--- src/rtl/instr_encoder_loader.sv ---
// Program loader: packs decoded instruction fields into 16-bit words
// and writes them to instruction memory, rejecting undecodable bundles.
module instr_encoder_loader #(
    parameter int ADDR_W = 8,
    parameter int DEPTH  = 256
) (
    input  logic              clk,
    input  logic              rst_n,
    input  logic              start,
    input  logic [ADDR_W-1:0] base_addr,
    input  logic              in_valid,
    output logic              in_ready,
    input  logic [3:0]        in_op,
    input  logic [2:0]        in_func,
    input  logic [2:0]        in_rd,
    input  logic [2:0]        in_rs,
    input  logic [2:0]        in_rt,
    input  logic [15:0]       in_imm,
    input  logic              in_last,
    output logic              mem_we,
    output logic [ADDR_W-1:0] mem_addr,
    output logic [15:0]       mem_wdata,
    output logic              busy,
    output logic              done,
    output logic              err,
    output logic [1:0]        err_code,
    output logic [ADDR_W:0]   count
);

    localparam logic [ADDR_W:0]   DEPTH_C = (ADDR_W+1)'(DEPTH);
    localparam logic [ADDR_W:0]   CNT_ONE = (ADDR_W+1)'(1);
    localparam logic [ADDR_W-1:0] PTR_ONE = ADDR_W'(1);

    typedef enum logic [2:0] {
        S_IDLE,
        S_LOAD,
        S_WRITE,
        S_DONE,
        S_ERROR
    } state_t;

    state_t            state;
    logic [ADDR_W-1:0] ptr;
    logic              last_q;

    logic              illegal;
    logic              range_bad;
    logic [15:0]       enc;

    // Signed range checks: the bits above the field must all match its sign.
    always_comb begin
        illegal   = 1'b0;
        range_bad = 1'b0;
        enc       = {in_op, in_rt, in_rs, in_imm[5:0]};
        case (in_op)
            4'h0: begin
                illegal = (in_func > 3'd4);
                enc     = {in_op, in_rd, in_rs, in_rt, in_func};
            end
            4'h1: begin
                illegal   = (in_func > 3'd2);
                range_bad = (in_func != 3'd2) &&
                            !((&in_imm[15:8]) || !(|in_imm[15:8]));
                enc       = {in_op, in_imm[8:0], in_func};
            end
            4'h2: begin
                range_bad = |in_imm[15:6];
            end
            4'h3, 4'h4, 4'h5, 4'h6, 4'h7, 4'h8: begin
                range_bad = !((&in_imm[15:5]) || !(|in_imm[15:5]));
            end
            default: begin
                illegal = 1'b1;
            end
        endcase
    end

    always_ff @(posedge clk or negedge rst_n) begin
        if (!rst_n) begin
            state     <= S_IDLE;
            ptr       <= '0;
            last_q    <= 1'b0;
            in_ready  <= 1'b0;
            mem_we    <= 1'b0;
            mem_addr  <= '0;
            mem_wdata <= '0;
            busy      <= 1'b0;
            done      <= 1'b0;
            err       <= 1'b0;
            err_code  <= 2'b00;
            count     <= '0;
        end else begin
            done   <= 1'b0;
            mem_we <= 1'b0;
            case (state)
                S_IDLE, S_ERROR: begin
                    if (start) begin
                        ptr      <= base_addr;
                        count    <= '0;
                        err      <= 1'b0;
                        err_code <= 2'b00;
                        in_ready <= 1'b1;
                        busy     <= 1'b1;
                        state    <= S_LOAD;
                    end
                end
                S_LOAD: begin
                    if (in_valid) begin
                        in_ready <= 1'b0;
                        if (illegal) begin
                            err      <= 1'b1;
                            err_code <= 2'b01;
                            busy     <= 1'b0;
                            state    <= S_ERROR;
                        end else if (range_bad) begin
                            err      <= 1'b1;
                            err_code <= 2'b10;
                            busy     <= 1'b0;
                            state    <= S_ERROR;
                        end else if (count >= DEPTH_C) begin
                            err      <= 1'b1;
                            err_code <= 2'b11;
                            busy     <= 1'b0;
                            state    <= S_ERROR;
                        end else begin
                            mem_we    <= 1'b1;
                            mem_addr  <= ptr;
                            mem_wdata <= enc;
                            last_q    <= in_last;
                            state     <= S_WRITE;
                        end
                    end
                end
                S_WRITE: begin
                    ptr   <= ptr + PTR_ONE;
                    count <= count + CNT_ONE;
                    if (last_q) begin
                        busy  <= 1'b0;
                        done  <= 1'b1;
                        state <= S_DONE;
                    end else begin
                        in_ready <= 1'b1;
                        state    <= S_LOAD;
                    end
                end
                S_DONE: begin
                    state <= S_IDLE;
                end
                default: begin
                    state <= S_IDLE;
                end
            endcase
        end
    end

endmodule

--- config.mk ---
export PLATFORM = sky130hd
export DESIGN_NAME = instr_encoder_loader
export DESIGN_NICKNAME = d
export VERILOG_FILES = /design/src/rtl/instr_encoder_loader.sv
export SDC_FILE = /design/constraint.sdc
export NUM_CORES = 1
export LEC_CHECK = 0
export ABC_AREA = 1
export CORE_UTILIZATION = 49
export CTS_BUF_LIST = sky130_fd_sc_hd__clkbuf_4 sky130_fd_sc_hd__clkbuf_8
export CTS_CLUSTER_SIZE = 8
export DETAILED_ROUTE_END_ITERATION = 10
export PLACE_DENSITY = 0.88
export SLEW_MARGIN = 10
export SYNTH_ARGS = -nofsm -noshare
export SYNTH_HDL_FRONTEND = slang
export SYNTH_SLANG_ARGS = --single-unit
--- constraint.sdc ---
create_clock -name clk -period 1.7 [get_ports clk]
set_input_delay 0.34 -clock clk [delete_from_list [all_inputs] [get_ports clk]]
set_output_delay 0.34 -clock clk [all_outputs]
set_load 0.01 [all_outputs]
==> summary.txt, run 1 <==
Synth area leaders: dfrtp_1, nand2_1, nand3_1
Peak VDD IR: 0.937 mV
Max stage delay on crit path: 0.33 ns
Die ar.: 6080 sq um
Post-place setup slack: -0.398 ns
CTS tree: built
Max Freq: 0.582 GHz
Cell taking the most area after synthesis: dfrtp_1
GRT Total Usage: 0.282
Final instance area: 4220 sq um
Worst-path clk slew: 0.10 ns
Sw Share: 0.369
Critical path startpoint category: input port
CP Buf/Inv Count: 2
Fin util: 0.762
Hold crit path type: input port to register
Crit-path slowest cell: bufbuf_16
Worst skew pair latency: 0.32 ns
Flops & latches, synth: 52
Seq/Total Area, Yosys: 0.460
Rows: 27
Wirelength per Cell: 14.1 um
# DRC: 0
Post-Syn Nets: 421
Hold Path Depth: 3
Reg power frac: 0.373
Top cell type's share of synthesized area: 0.460
CP Max Fanout: 13
Most common cell on crit path: nand2_1
Chip width: 78.0 um
Port Buf Inserts: 84
Dominant synthesized flop cell: dfrtp_1
Core area: 5540 sq um
Total CTS buffers: 5
Pwr dens: 1290 nW/um^2
Tmin final: 1.72 ns
Number of flops mapped to enable cells by yosys: 0
Via-to-Cell Ratio: 5.35
Post-DP Area: 3900 sq um
Final Worst Setup Slack: -0.0168 ns
Vias in the first global route: 2,978
Clk pwr share: 0.164
H-Tree Depth: 2
Final worst path period share: 1.01
Hold wc startpoint: in_op[2]
Post-DP HPWL: 5500 um
Arr. time, crit path: 1.93 ns
Root buffer cell: clkbuf_8
R2R depth: 9
Rel. slew slack: 0.698
Critical setup path kind: input port to register
Max cap viols: 0
DR pass1 iterations: 4
Gpl congestion: 0.879
Psw: 2.01 mW
Initial antenna violation count: 1
Top delay family on crit path: simple AND/OR/NAND/NOR gates
Pint: 3.44 mW
Setup crit end kind: register
Largest net degree at the start of global routing: 27
Status: complete, but fails checks
Slew Viols, Final: 0
Comb pwr share: 0.463
Slew @ Worst Pin: 0.453 ns
Area grow syn2layout: 49.1%
Setup TNS: -0.0168 ns
Synth Instances: 373
FF-to-FF End: in_ready
Cell Chain, Critical Path: dlygate4sd2_1, nor2_1, and2_4, nand3_1, nand2_1, nand2_2, nor2_4, nand4_4, bufbuf_16, nand2_1, nand2_1
Drt first-iter violations: 246
Synth warn: 0
R2R setup slack: 0.12 ns
Layout cells sized above 1: 0.167
Pleak: 2.08 nW
Vias: 3,025
R2R Path Start: state[0]
Failing checks: setup timing
Avg Inst Size Synth: 7.58 sq um
Layout Skew: 0.0106 ns
Final #Nets: 539
GR Overflow Total: 0
Maximum clock insertion buffer count: 2
Initial Util: 0.511
Ports: 85
Hold Path Sink: mem_wdata[14]
Top cells by count, synth: nand2_1, dfrtp_1, nand3_1
Worst EP required: 1.91 ns
Post-synth ARST share: 1.00
Routed Antenna Nets: 0
Die H: 78.0 um
CTS sink cnt: 52
Post-Syn Area: 2830 sq um
Design Power: 5.45 mW
RSZ-0062 raised after global routing: true
# setup viols final: 1
Final Hold Vio Count: 0
Distinct cells, synth: 35
Drt total wl: 7990 um
Top-count cell post-synth: nand2_1
First-pass GRT wire length: 13,300 um
==> cell families after synthesis <==
| family | Yosys count | share of synthesized area |
|---|---|---|
| AO/OA/AOI/OAI | 44 | 0.0920 |
| XOR/XNOR | 4 | 0.0124 |
| adder cells (fa/ha/maj) | 3 | 0.0133 |
| buffers and inverters | 48 | 0.0752 |
| flip-flops | 52 | 0.460 |
| AND/OR/NAND/NOR | 222 | 0.347 |
==> stage by stage <==
stage / hold WS (ns) / instances
after detailed placement: 0.311 / 544
after global routing: 0.342 / 565
after CTS: 0.439 / 562
after floorplan: 0.0444 / 373
after global placement: 0.307 / 544
final: 0.325 / 565
==> how the worst max path moves through the flow <==
stage	slack [ns]	startpoint	cells after the start	endpoint
4_1_cts	0.02	count[0]	2	count[0]
3_5_place_dp	-0.40	in_op[2]	11	err_code[0]
3_3_place_gp	-0.32	in_imm[10]	11	mem_addr[6]
2_1_floorplan	0.20	state[0]	10	err_code[1]
6_report	-0.02	in_imm[10]	11	mem_wdata[13]
5_1_grt	-0.08	in_imm[14]	12	mem_wdata[13]
==> sequential cells by signal, summed over array words and instances (netlist names) <==
register   count
last_q         1
mem_addr       8
mem_wdata     16
in_ready       1
count          9
busy           1
state          3
mem_we         1
done           1
err            1
ptr            8
err_code       2
==> per-layer routing <==
layer  GRT usage  up-vias  share of wire  routed length (um)
li1            -     1450              -                   -
met1       0.327     1438           0.40                3220
met2       0.510      106           0.52                4130
met3      0.0435       31          0.044                 353
met4       0.128        0          0.036                 286
met5           0        -              0                   0
==> worst reg2reg max path, cell delays in order (launching register included) <==
cell	delay (ns)
dfrtp_1	0.42
or2_2	0.30
nor2_1	0.09
nor2_1	0.07
buf_4	0.14
nand2_2	0.08
nand2_1	0.08
buf_4	0.14
a21oi_1	0.11
nor2_1	0.05
==> cell type report <==
class,count,area (sq um)
antenna,1,2.50
inverter,37,139
clock inverter,2,38.8
fill,398,1320
sequential,52,1300
clock buffer,6,76.3
tap,72,90.1
timing repair buffer,122,1190
multi-input combinational,273,1380
==> layout by cell type (no fill, tap or decap), drive strengths merged <==
cell / n
nand2: 131
clkdlybuf4s50: 64
dfrtp: 52
nand3: 47
inv: 38
buf: 37
nor2: 34
o21ai: 17
dlygate4sd2: 15
a21oi: 10
clkbuf: 7
o211ai: 6
o22ai: 4
xor2: 3
ha: 3
nand4: 2
or2: 2
o32ai: 2
clkdlybuf4s15: 2
nor3: 2
nor4: 2
diode: 1
and2: 1
and3: 1
o21bai: 1
o21a: 1
xnor2: 1
a21boi: 1
o221ai: 1
a31oi: 1
bufinv: 1
bufbuf: 1
dlygate4sd3: 1
dlymetal6s2s: 1
==> power groups by stage <==
stage / sequential (mW) / clock [mW] / combinational [mW]
5_1_grt: 2.09 / 0.955 / 2.79
3_3_place_gp: 2.01 / 0 / 2.33
4_1_cts: 2.01 / 0.901 / 2.48
3_5_place_dp: 2.03 / 0 / 2.40
6_report: 2.03 / 0.896 / 2.52
2_1_floorplan: 2.14 / 0 / 1.05
==> repair_timing <==
item | 4_1_cts | 5_1_grt
hold buffers | 1 | 0
endpoints found under the setup margin | 29 | 28
buffers inserted | 7 | 2
gates resized for setup | 29 | 16
pin swaps | 1 | 9
cloned | 2 | 0
hold endpoints to repair | 19 | 0
(Power assumes the default switching activity.)
==> inputs of run 2 (changes only) <==
Settings changed: ABC_AREA 1 to default, CORE_UTILIZATION 49 to 48, CTS_CLUSTER_DIAMETER from default to 60.
==> run 2 against run 1 <==
Net effect:
- the flow still finishes with violations (setup timing)
- critical path type is now register to register
- count of clock-buffer cells in the layout is 1 higher
- highest routed layer unchanged
- non-clock buffer count is 2 higher
- critical endpoint is now mem_addr[5]
- global-route usage is 0.56 points lower
- cell count is 22% lower
- synthesized cell count is 35% lower
- critical path depth is 5 lower
- total power is 2.9% lower
- worst hold slack better by 0.071 ns
==> summary.txt, run 2 <==
Status: complete, but fails checks
Failing checks: setup timing
CP Max Fanout: 8 (-5)
Dominant synthesized flop cell: dfrtp_1
Top cell type's share of synthesized area: 0.489 (+0.0292)
Critical path startpoint category: register
First-pass GRT wire length: 12,600 um (-5.2%)
Final worst path period share: 1.13 (+0.122)
Post-synth ARST share: 1.00 (unchanged)
Core area: 5240 sq um (-5.5%)
Seq. cell area: 1310 sq um (+0.29%)
Tmin final: 1.92 ns (+0.208 ns)
Wirelength per Cell: 18.1 um (+28%)
RSZ-0062 raised after global routing: true
Post-DP HPWL: 5310 um (-3.5%)
Total CTS buffers: 5 (unchanged)
Slew Viols, Final: 0 (unchanged)
Setup crit end kind: register
Final Hold Vio Count: 0 (unchanged)
Max Freq: 0.520 GHz (-11%)
Distinct cells, synth: 47 (+34%)
Root buffer cell: clkbuf_8
Max cap viols: 0 (unchanged)
Rows: 26 (-3.7%)
Commonest non-fill, non-tap cell in the layout: clkdlybuf4s50_1
Rel. slew slack: 0.695 (-0.00281)
Drt first-iter violations: 176 (-28%)
Layout Skew: 0.0155 ns (+0.00497 ns)
Cell taking the most area after synthesis: dfrtp_1
Pleak: 1.81 nW (-13%)
H-Tree Depth: 2 (unchanged)
Vias in the first global route: 2,564 (-14%)
CTS sink cnt: 52 (unchanged)
Top reg by flops: mem_wdata
Top-count cell post-synth: dfrtp_1
Post-Syn Nets: 292 (-31%)
Pwr dens: 1290 nW/um^2 (-0.17%)
Synth area leaders: dfrtp_1, mux2_4, nor2_1
Die H: 76.4 um (-2.0%)
DR pass1 iterations: 4 (unchanged)
Largest net degree at the start of global routing: 41 (+52%)
# DRC: 0 (unchanged)
Design Power: 5.29 mW (-2.9%)
# setup viols final: 26 (+25)
GRT Total Usage: 0.276 (-0.00556)
Initial Util: 0.508 (-0.00273)
Number of flops mapped to enable cells by yosys: 0 (unchanged)
Vias: 2,538 (-16%)
Drt total wl: 7960 um (-0.30%)
Worst skew pair latency: 0.31 ns (about the same)
Initial antenna violation count: 1 (unchanged)
Seq/Total Area, Yosys: 0.489 (+0.0292)
Post-Syn Area: 2660 sq um (-6.0%)
Area grow syn2layout: 54.3%
Arr. time, crit path: 2.12 ns (+0.19 ns)
Ports: 85 (unchanged)
Gpl congestion: 0.907 (+3.2%)
Final #Nets: 415 (-23%)
Synth warn: 0 (unchanged)
WHS: 0.396 ns (+0.0712 ns)
Most frequent cells in the layout: clkdlybuf4s50_1, dfrtp_1, buf_4, mux2_4, nor2_1
Final Worst Setup Slack: -0.225 ns (-0.208 ns)
Chip width: 76.4 um (-2.0%)
Max reg flops: 16 (unchanged)
Avg Inst Size Synth: 10.9 sq um (+44%)
Fillers: 316 (-21%)
Port Buf Inserts: 84 (unchanged)
CTS tree: built
Post-place setup slack: -0.890 ns (-0.491 ns)
Area taken by multi-input logic gates: 1410 sq um (+1.9%)
Synth Instances: 244 (-35%)
Regs by FF count: mem_wdata (16), count (9)
Critical setup path kind: register to register
Die ar.: 5840 sq um (-3.9%)
Layout cells sized above 1: 0.307 (+0.140)
Peak VDD IR: 0.984 mV (+5.0%)
GR Overflow Total: 0 (unchanged)
Via-to-Cell Ratio: 5.78 (+8.0%)
Maximum clock insertion buffer count: 2 (unchanged)
Slew @ Worst Pin: 0.456 ns (+0.00253 ns)
Worst EP required: 1.89 ns (-0.02 ns)
Top cells by count, synth: dfrtp_1, nor2_1, nand2_1
Flops & latches, synth: 52 (unchanged)
Worst-path clk slew: 0.09 ns (about the same)
Routed Antenna Nets: 0 (unchanged)
Hold crit path type: input port to register
-- run 2: critical path: stages, from the launching register on --
cell and delay [ns]:
dfrtp_1 0.40, or3b_4 0.42, nor3_4 0.19, and3_4 0.25, buf_12 0.12, buf_12 0.13
mux2_4 0.30
-- run 2: routing by layer --
metal | track usage | up-vias | share of wire
li1 | - | 1138 | -
met1 | 0.334 | 1263 | 0.41
met2 | 0.472 | 115 | 0.50
met3 | 0.0671 | 22 | 0.053
met4 | 0.112 | 0 | 0.031
met5 | 0 | - | 0
-- run 2: logic make-up (layout without fill, tap and decap cells) --
family | count (synthesis) | after routing | synth area share
buffers and inverters | 14 | 138 | 0.0315
AND/OR/NAND/NOR | 87 | 87 | 0.163
adder cells (fa/ha/maj) | 3 | 3 | 0.0141
multiplexers | 37 | 37 | 0.179
flip-flops | 52 | 52 | 0.489
other | 0 | 1 | 0
XOR/XNOR | 1 | 1 | 0.00329
AO/OA/AOI/OAI | 50 | 50 | 0.120
-- run 2: final timing paths --
check / cells after the start / from / slack (ns) / to
worst max-delay path: 6 / state[2] / -0.22 / mem_addr[5]
worst min-delay path: 3 / in_op[1] / 0.40 / mem_wdata[13]
worst max register to register: 6 / state[2] / -0.22 / mem_addr[5]
worst min register to register: 1 / err / 0.49 / err
max in group asynchronous: 3 / rst_n / 0.69 / count[2]
min in group asynchronous: 2 / rst_n / 0.46 / mem_addr[4]
-- run 2: repair_timing --
action / in CTS / in global routing
gates cloned: 2 / 0
resized for setup: 61 / 39
endpoints found under the setup margin: 33 / 31
buffers inserted: 5 / 2
pin swaps: 8 / 15
endpoints found under the hold margin: 12 / 0
hold buffers: 1 / 0
-- run 2: cell type report --
cell class	count	share of cell area
repair buffers	124	0.288
clock inverters	1	0.00183
multi-input cells	178	0.343
inverters	6	0.00549
well taps	70	0.0213
flip-flops and latches	52	0.318
clock buffers	7	0.0219
diodes	1	0.000610
-- run 2: per-stage QoR --
stage | util | setup TNS (ns) | area, sq um | instances
after floorplan | - | -6.17 | 2710 | 244
after global placement | 0.733 | -23.57 | 3840 | 421
after detailed placement | 0.733 | -25.03 | 3840 | 421
after CTS | 0.777 | -4.77 | 4070 | 437
after global routing | 0.784 | -5.60 | 4110 | 439
final | 0.784 | -5.13 | 4110 | 439
-- run 2: report_power, final --
group	switching, mW	internal [mW]
Sequential	0.387	1.71
Combinational	0.941	1.50
Clock	0.406	0.348
